<file path="src/rtl/fft_stream_ctrl.sv">
`default_nettype none
// ============================================================================
// Module   : fft_stream_ctrl
// Brief    : Streaming front end for fft_top. Loads N_PTS real samples from a
//            valid/ready stream into the four external-load RAM banks, pulses
//            the core start, waits for completion, then streams the four real
//            result banks back out through a 4-entry output FIFO.
// Revision : 1.0 - initial release
// ----------------------------------------------------------------------------
// Parameters
//   N_PTS   transform length (4 banks x N_PTS/4 words), default 2048
//   RD_LAT  bank read latency in cycles, address to iFFT_DATA_RE_x (1..3)
// Ports
//   iCLK, iRESET            clock, synchronous active-low reset
//   iS_DATA/VALID, oS_READY sample input stream
//   oM_DATA/VALID/LAST,
//   iM_READY                result output stream (17-bit signed real part)
//   oFFT_DATA, oFFT_ADDR_WR_x,
//   oFFT_WE_x               bank write port (data broadcast to all banks)
//   oFFT_ADDR_RD_x,
//   iFFT_DATA_RE_x          bank read port
//   oFFT_START, iFFT_RDY    core start pulse / done level
//   oBUSY                   high whenever the controller is not idle
// Build option
//   FFT_OUT_SAT_EN          when defined, results are clipped to the signed
//                           16-bit range before leaving on oM_DATA
// ============================================================================
module fft_stream_ctrl #(
    parameter int N_PTS  = 2048,
    parameter int RD_LAT = 1
) (
    input  logic                        iCLK,
    input  logic                        iRESET,
    input  logic [15:0]                 iS_DATA,
    input  logic                        iS_VALID,
    output logic                        oS_READY,
    output logic signed [16:0]          oM_DATA,
    output logic                        oM_VALID,
    input  logic                        iM_READY,
    output logic                        oM_LAST,
    output logic [15:0]                 oFFT_DATA,
    output logic [$clog2(N_PTS)-3:0]    oFFT_ADDR_WR_0,
    output logic [$clog2(N_PTS)-3:0]    oFFT_ADDR_WR_1,
    output logic [$clog2(N_PTS)-3:0]    oFFT_ADDR_WR_2,
    output logic [$clog2(N_PTS)-3:0]    oFFT_ADDR_WR_3,
    output logic                        oFFT_WE_0,
    output logic                        oFFT_WE_1,
    output logic                        oFFT_WE_2,
    output logic                        oFFT_WE_3,
    output logic [$clog2(N_PTS)-3:0]    oFFT_ADDR_RD_0,
    output logic [$clog2(N_PTS)-3:0]    oFFT_ADDR_RD_1,
    output logic [$clog2(N_PTS)-3:0]    oFFT_ADDR_RD_2,
    output logic [$clog2(N_PTS)-3:0]    oFFT_ADDR_RD_3,
    output logic                        oFFT_START,
    input  logic signed [16:0]          iFFT_DATA_RE_0,
    input  logic signed [16:0]          iFFT_DATA_RE_1,
    input  logic signed [16:0]          iFFT_DATA_RE_2,
    input  logic signed [16:0]          iFFT_DATA_RE_3,
    input  logic                        iFFT_RDY,
    output logic                        oBUSY
);

    localparam int                 c_IDX_W    = $clog2(N_PTS);
    localparam int                 c_AW       = c_IDX_W - 2;
    localparam logic [c_IDX_W-1:0] c_LAST_IDX = c_IDX_W'(N_PTS - 1);

    localparam logic [2:0] c_ST_IDLE      = 3'd0;
    localparam logic [2:0] c_ST_LOAD      = 3'd1;
    localparam logic [2:0] c_ST_START     = 3'd2;
    localparam logic [2:0] c_ST_WAIT_BUSY = 3'd3;
    localparam logic [2:0] c_ST_WAIT_DONE = 3'd4;
    localparam logic [2:0] c_ST_UNLOAD    = 3'd5;

    logic [2:0]          r_state;
    logic                r_s_ready;
    logic [c_IDX_W-1:0]  r_wr_idx;
    logic [15:0]         r_fft_data;
    logic [c_AW-1:0]     r_addr_wr;
    logic [3:0]          r_we;
    logic                r_start;

    // Read side: r_rd_idx is the result index k; its upper bits drive the
    // read address directly, so a read "issues" in the cycle the address is
    // on the port and the data returns RD_LAT cycles later.
    logic [c_IDX_W-1:0]  r_rd_idx;
    logic                r_rd_done;
    logic [RD_LAT-1:0]   r_pipe_v;
    logic [RD_LAT-1:0]   r_pipe_last;
    logic [1:0]          r_pipe_bank [RD_LAT];

    logic signed [16:0]  r_mem_data [4];
    logic [3:0]          r_mem_last;
    logic [1:0]          r_wp;
    logic [1:0]          r_rp;
    logic [2:0]          r_count;

    logic                w_s_acc;
    logic                w_valid;
    logic                w_pop;
    logic                w_push;
    logic                w_issue;
    logic [2:0]          w_inflight;
    logic [3:0]          w_used;
    logic signed [16:0]  w_cap_data;
    logic signed [16:0]  w_head_data;
    logic                w_head_last;

    assign w_s_acc     = iS_VALID & r_s_ready;
    assign w_valid     = (r_count != 3'd0);
    assign w_pop       = w_valid & iM_READY;
    assign w_push      = r_pipe_v[RD_LAT-1];
    assign w_head_data = r_mem_data[r_rp];
    assign w_head_last = r_mem_last[r_rp];

    always_comb begin
        w_inflight = 3'd0;
        for (int i = 0; i < RD_LAT; i++) begin
            w_inflight = w_inflight + {2'b00, r_pipe_v[i]};
        end
    end

    // Slots committed after this edge: FIFO entries that stay plus reads
    // still travelling through the RAM. A slot freed by this cycle's pop is
    // reusable immediately, which is what sustains one result per cycle.
    assign w_used  = {1'b0, r_count} + {1'b0, w_inflight} - {3'b000, w_pop};
    assign w_issue = (r_state == c_ST_UNLOAD) && !r_rd_done && (w_used < 4'd4);

    always_comb begin
        case (r_pipe_bank[RD_LAT-1])
            2'd0:    w_cap_data = iFFT_DATA_RE_0;
            2'd1:    w_cap_data = iFFT_DATA_RE_1;
            2'd2:    w_cap_data = iFFT_DATA_RE_2;
            default: w_cap_data = iFFT_DATA_RE_3;
        endcase
    end

    always_ff @(posedge iCLK) begin
        if (!iRESET) begin
            r_state     <= c_ST_IDLE;
            r_s_ready   <= 1'b0;
            r_wr_idx    <= '0;
            r_fft_data  <= '0;
            r_addr_wr   <= '0;
            r_we        <= '0;
            r_start     <= 1'b0;
            r_rd_idx    <= '0;
            r_rd_done   <= 1'b0;
            r_pipe_v    <= '0;
            r_pipe_last <= '0;
            for (int i = 0; i < RD_LAT; i++) begin
                r_pipe_bank[i] <= 2'd0;
            end
            for (int i = 0; i < 4; i++) begin
                r_mem_data[i] <= '0;
            end
            r_mem_last  <= '0;
            r_wp        <= 2'd0;
            r_rp        <= 2'd0;
            r_count     <= 3'd0;
        end else begin
            r_we    <= 4'b0000;
            r_start <= 1'b0;

            // Write path: the counter only moves on accepted beats, so the
            // bank/address mapping stays dense regardless of input gaps.
            // The final increment wraps the counter back to 0 for next frame.
            if (w_s_acc) begin
                r_fft_data <= iS_DATA;
                r_addr_wr  <= r_wr_idx[c_IDX_W-1:2];
                r_we       <= 4'b0001 << r_wr_idx[1:0];
                r_wr_idx   <= r_wr_idx + 1'b1;
            end

            case (r_state)
                c_ST_IDLE: begin
                    r_s_ready <= 1'b1;
                    if (w_s_acc) begin
                        r_state <= c_ST_LOAD;
                    end
                end
                c_ST_LOAD: begin
                    if (w_s_acc && (r_wr_idx == c_LAST_IDX)) begin
                        r_s_ready <= 1'b0;
                        r_state   <= c_ST_START;
                    end
                end
                c_ST_START: begin
                    r_start <= 1'b1;
                    r_state <= c_ST_WAIT_BUSY;
                end
                c_ST_WAIT_BUSY: begin
                    if (!iFFT_RDY) begin
                        r_state <= c_ST_WAIT_DONE;
                    end
                end
                c_ST_WAIT_DONE: begin
                    if (iFFT_RDY) begin
                        r_rd_idx  <= '0;
                        r_rd_done <= 1'b0;
                        r_state   <= c_ST_UNLOAD;
                    end
                end
                c_ST_UNLOAD: begin
                    if (w_pop && w_head_last) begin
                        r_s_ready <= 1'b1;
                        r_state   <= c_ST_IDLE;
                    end
                end
                default: r_state <= c_ST_IDLE;
            endcase

            if (w_issue) begin
                r_rd_idx <= r_rd_idx + 1'b1;
                if (r_rd_idx == c_LAST_IDX) begin
                    r_rd_done <= 1'b1;
                end
            end

            // Bank select and last flag travel alongside the RAM latency.
            r_pipe_v[0]    <= w_issue;
            r_pipe_bank[0] <= r_rd_idx[1:0];
            r_pipe_last[0] <= (r_rd_idx == c_LAST_IDX);
            for (int i = 1; i < RD_LAT; i++) begin
                r_pipe_v[i]    <= r_pipe_v[i-1];
                r_pipe_bank[i] <= r_pipe_bank[i-1];
                r_pipe_last[i] <= r_pipe_last[i-1];
            end

            if (w_push) begin
                r_mem_data[r_wp] <= w_cap_data;
                r_mem_last[r_wp] <= r_pipe_last[RD_LAT-1];
                r_wp             <= r_wp + 2'd1;
            end
            if (w_pop) begin
                r_rp <= r_rp + 2'd1;
            end
            r_count <= r_count + {2'b00, w_push} - {2'b00, w_pop};
        end
    end

`ifdef FFT_OUT_SAT_EN
    always_comb begin
        if (w_head_data > 17'sd32767) begin
            oM_DATA = 17'sd32767;
        end else if (w_head_data < -17'sd32768) begin
            oM_DATA = -17'sd32768;
        end else begin
            oM_DATA = w_head_data;
        end
    end
`else
    assign oM_DATA = w_head_data;
`endif

    assign oS_READY       = r_s_ready;
    assign oM_VALID       = w_valid;
    assign oM_LAST        = w_valid & w_head_last;
    assign oFFT_DATA      = r_fft_data;
    assign oFFT_ADDR_WR_0 = r_addr_wr;
    assign oFFT_ADDR_WR_1 = r_addr_wr;
    assign oFFT_ADDR_WR_2 = r_addr_wr;
    assign oFFT_ADDR_WR_3 = r_addr_wr;
    assign oFFT_WE_0      = r_we[0];
    assign oFFT_WE_1      = r_we[1];
    assign oFFT_WE_2      = r_we[2];
    assign oFFT_WE_3      = r_we[3];
    assign oFFT_ADDR_RD_0 = r_rd_idx[c_IDX_W-1:2];
    assign oFFT_ADDR_RD_1 = r_rd_idx[c_IDX_W-1:2];
    assign oFFT_ADDR_RD_2 = r_rd_idx[c_IDX_W-1:2];
    assign oFFT_ADDR_RD_3 = r_rd_idx[c_IDX_W-1:2];
    assign oFFT_START     = r_start;
    assign oBUSY          = (r_state != c_ST_IDLE);

endmodule
`default_nettype wire

</file>
<file path="config.mk">
export PLATFORM = sky130hd
export DESIGN_NAME = fft_stream_ctrl
export DESIGN_NICKNAME = d
export VERILOG_FILES = /design/src/rtl/fft_stream_ctrl.sv
export SDC_FILE = /design/constraint.sdc
export NUM_CORES = 1
export LEC_CHECK = 0
export ABC_AREA = 1
export CAP_MARGIN = 20
export CORE_MARGIN = 2
export CORE_UTILIZATION = 30
export CTS_CLUSTER_SIZE = 16
export DETAILED_ROUTE_END_ITERATION = 10
export GPL_TIMING_DRIVEN = 0
export PLACE_DENSITY_LB_ADDON = 0.05
export SYNTH_ARGS = -nofsm -noshare
export SYNTH_HDL_FRONTEND = slang
export SYNTH_SLANG_ARGS = --single-unit
</file>
<file path="constraint.sdc">
create_clock -name iCLK -period 3.7 [get_ports iCLK]
set_input_delay 0.74 -clock iCLK [delete_from_list [all_inputs] [get_ports iCLK]]
set_output_delay 0.74 -clock iCLK [all_outputs]
set_load 0.05 [all_outputs]
</file>
==> results of run 1 <==
==> power groups by stage <==
| stage | Combinational, mW | Clock (mW) | Sequential (mW) |
|---|---|---|---|
| floorplan | 1.25 | 0 | 2.12 |
| global placement | 2.20 | 0 | 1.92 |
| detailed placement | 2.20 | 0 | 1.92 |
| CTS | 2.21 | 1.57 | 1.89 |
| global route | 2.35 | 1.64 | 1.91 |
| finish | 2.18 | 1.53 | 1.88 |
==> critical path, cell delays in order (launching register included) <==
cell             delay, ns
dfxtp_1               0.42
inv_1                 0.24
clkbuf_1              0.39
o21ai_0               0.17
o22ai_1               0.24
clkdlybuf4s50_1       0.86
==> sequential cells by signal (all words and copies together) (netlist names), 2 cells and up, named ones only <==
| name | count |
|---|---|
| r_count | 3 |
| r_state | 3 |
| r_wp | 2 |
| r_mem_data | 68 |
| oFFT_DATA | 16 |
| r_rd_idx | 11 |
| r_mem_last | 4 |
| r_pipe_bank | 2 |
| r_wr_idx | 11 |
| r_we | 4 |
| r_rp | 2 |
| oFFT_ADDR_WR_0 | 9 |
==> through the flow <==
| step | instances | util, % | TNS [ns] |
|---|---|---|---|
| final | 1391 | 43.1 | 0 |
| after global routing | 1391 | 43.1 | 0 |
| after CTS | 1390 | 43.0 | 0 |
| after detailed placement | 1358 | 40.8 | 0 |
| after global placement | 1356 | 40.7 | -19.84 |
| after floorplan | 835 | - | 0 |
==> layer usage <==
metal	vias up	GRT usage, %
li1	3164	-
met1	2881	22.5
met2	150	28.9
met3	24	3.55
met4	0	5.11
met5	-	0
==> cell type report <==
cell class,count,area (um^2),area share [%]
antenna,1,2.50,0.0249
buffer,100,666,6.63
clock buffer,19,433,4.31
clock inverter,13,92.6,0.922
inverter,73,274,2.73
multi-input combinational,520,2610,26.0
sequential,142,3520,35.1
tap,319,399,3.97
timing repair buffer,204,2040,20.4
==> how the worst min path moves through the flow <==
stage	to	startpoint	slack (ns)
2_1_floorplan	r_mem_last[0]	r_mem_last[0]	0.44
5_1_grt	r_mem_last[3]	r_mem_last[3]	0.49
6_report	r_mem_last[1]	r_mem_last[1]	0.46
3_5_place_dp	r_mem_last[1]	r_mem_last[1]	0.46
3_3_place_gp	r_mem_last[1]	r_mem_last[1]	0.46
4_1_cts	r_mem_last[1]	r_mem_last[1]	0.47
==> cells in the final DEF, fill, tap and decap left out, types with 3 or more instances in the layout <==
cell type        instances
nand3_1                 56
edfxtp_1                68
o22ai_1                 17
buf_6                    3
o21ai_0                 85
nor2_2                   8
ha_1                    11
clkinvlp_4               4
inv_2                    4
xor2_1                   4
a21oi_1                 34
dfxtp_1                 74
nand2_2                  6
nand4_1                  7
buf_2                    9
clkdlybuf4s50_1        202
o211ai_1                 7
clkbuf_1                19
o211ai_2                10
nor3_1                   3
o21ai_1                  4
clkinv_4                 3
nor2_1                 146
nand2_1                106
inv_1                   68
buf_4                   72
clkbuf_16               17
==> cells by family after synthesis <==
group	count (synthesis)
AO/OA/AOI/OAI	161
XOR/XNOR	5
adder cells (fa/ha/maj)	12
buffers and inverters	173
flip-flops	142
AND/OR/NAND/NOR	342
==> impl_metrics.csv, run 1 <==
group,metric,value,unit
cts,cts_tree,"done",
synth,synth.distinct_cells,39,
sta,setup_ws,0.215,ns
placement,io_buffers,202,
run_status,status,"finished clean",
drt,routed-wl-met2,10500,um
sta,max_freq,0.287,GHz
placement,place_congestion,0.833,
synth,synth_common_cells,"nor2_1, nand2_1, o21ai_0",
cts,post_cts_buffers,0,
placement,post_dp_cell_area,9520,um^2
critical_path,rr_startpoint,"r_count[1]",
cts,clkTransAtPathRegs,0.06,ns
synth,synth_compound_area_share,13.3,%
synth,synth_area_leaders,"edfxtp_1, dfxtp_1, nor2_1, buf_4, o21ai_0",
synth,synth-async-reset-ratio,0,%
floorplanning,num_rows,56,
drt,vias,6219,
grt,grt_pass1_vias,5891,
synth,synthSimpleGateAreaFrac,20.7,%
synth,synth_area,7070,um^2
critical_path,cp_max_fo,10,
cells_and_area,nFillCells,2338,
synth,syn-instance-count,835,
synth,synth_top_area_share,28.9,%
min_path,holdCritPathClass,"reg2reg",
synth,synthFlopType,"dfxtp_1",
cells_and_area,layout.nets,1159,
synth,synth-adder-area-share,2.23,%
floorplanning,start_util,30.3,%
synth,synthXorXnorAreaFrac,0.619,%
critical_path,r2r_slack,1.09,ns
placement,place_ws,0.340,ns
sta,rsz0062_at_grt,"false",
cts,cts_made_buffers,17,
critical_path,critPathCaptureType,"output pin",
synth,ys_warn_count,0,
cells_and_area,drive_gt1_share,13.9,%
grt,grt_start_max_net_pins,18,
drt,routedWlPerCell,15.2,um
cells_and_area,fin_area,10000,um^2
floorplanning,die_x,158,um
sta,fin_crit,3.48,ns
sta,worst_slew_pin_slew,0.893,ns
pwr,intPower,3.40,mW
grt,grt_usage,17.3,%
synth,synth_top_cell_by_area,"edfxtp_1",
synth,yosys-mux-area-fraction,0,%
pwr,pwr-share-comb,39.0,%
sta,final.period_utilization,94.2,%
placement,dp_hpwl,15600,um
pwr,max-vdd-ir-drop,0.517,mV
drt,routed_wl,21100,um
synth,ys_ff_latch,142,
synth,avgSynthCellArea,8.47,um^2
grt,grt_pass1_wl,32300,um
pwr,clkPwrFrac,27.4,%
grt,grt-ovfl-total,0,
floorplanning,die_area,24800,um^2
synth,synth_fp_nets,936,
critical_path,path_class,"reg2out",
cts,cts_resized,0,
drt,ant_nets,0,
synth,synth_edf_count,68,
cts,h-tree-depth,4,
cts,ctsHoldBuffers,0,
min_path,whs_path_depth,2,
drt,remaining_drc_errors,0,
critical_path,crit_end,"oM_DATA[11]",
pwr,p_leak,3.99,nW
critical_path,worst-r2r-cell-count,15,
critical_path,arrival,2.74,ns
synth,synth.yosys.seq_area_share,49.8,%
grt,antenna_found_initial,1,
sta,setup_viol,0,
cts,cts_buffer_depth,2,
pwr,power_density,558,nW/um^2
sta,timing.max_slew.rel_slack,40.3,%
run,drv_cap,0,
sta,hold_viol,0,
floorplanning,die_y,158,um
drt,vias_per_cell,4.47,
sta,skew,0.0113,ns
pwr,power.total,5.60,mW
floorplanning,io_pins,203,
sta,drv_slew,0,
drt,drt-met1-wl,9380,um
critical_path,cp-start-kind,"flop",
synth,synth_top_family_by_area,"simple AND/OR/NAND/NOR gates",
cts,cts_root_buf,"clkbuf_16",
drt,met3WireLength,879,um
pwr,power.switching,2.21,mW
cts,numClockSinks,142,
drt,drtIter0Drc,306,
drt,firstDrtPassIters,4,
critical_path,timing.rr.end,"r_rd_idx[0]",
pwr,switching_share,39.4,%
synth,synthMostInstantiatedCell,"nor2_1",
cts,clock_latency,0.42,ns
floorplanning,core-area,23300,um^2
sta,finalHoldWorstSlack,0.464,ns
critical_path,worstPathRequired,2.96,ns
cells_and_area,areaGrowthSynthToFinish,42.1,%
pwr,seqPwrFrac,33.6,%
drt,maxUsedRoutingLayer,"met4",
Power figures use the tool's default switching activity.
==> inputs of run 2 (changes only) <==
Clock period 3.7 ns to 3.8 ns, I/O delays scaled along.
==> results of run 2 <==
Same layout as run 1 (identical final DEF). Status: finished clean.
Main changes from that run: setup slack after placement 0.340 ns -> 0.420 ns; setup slack after layout 0.215 ns -> 0.295 ns; register-to-register setup slack 1.09 ns -> 1.19 ns; total power 5.60 mW -> 5.46 mW; worst IR drop on VDD 0.517 mV -> 0.503 mV
==> inputs of run 3 (changes only) <==
Clock period 3.8 ns to 4.25 ns, I/O delays scaled along.
==> results of run 3 <==
Same layout as run 1 (identical final DEF). Status: finished clean.
Main changes from that run: setup slack after placement 0.340 ns -> 0.780 ns; setup slack after layout 0.215 ns -> 0.655 ns; register-to-register setup slack 1.09 ns -> 1.64 ns; total power 5.60 mW -> 4.88 mW; worst IR drop on VDD 0.517 mV -> 0.450 mV
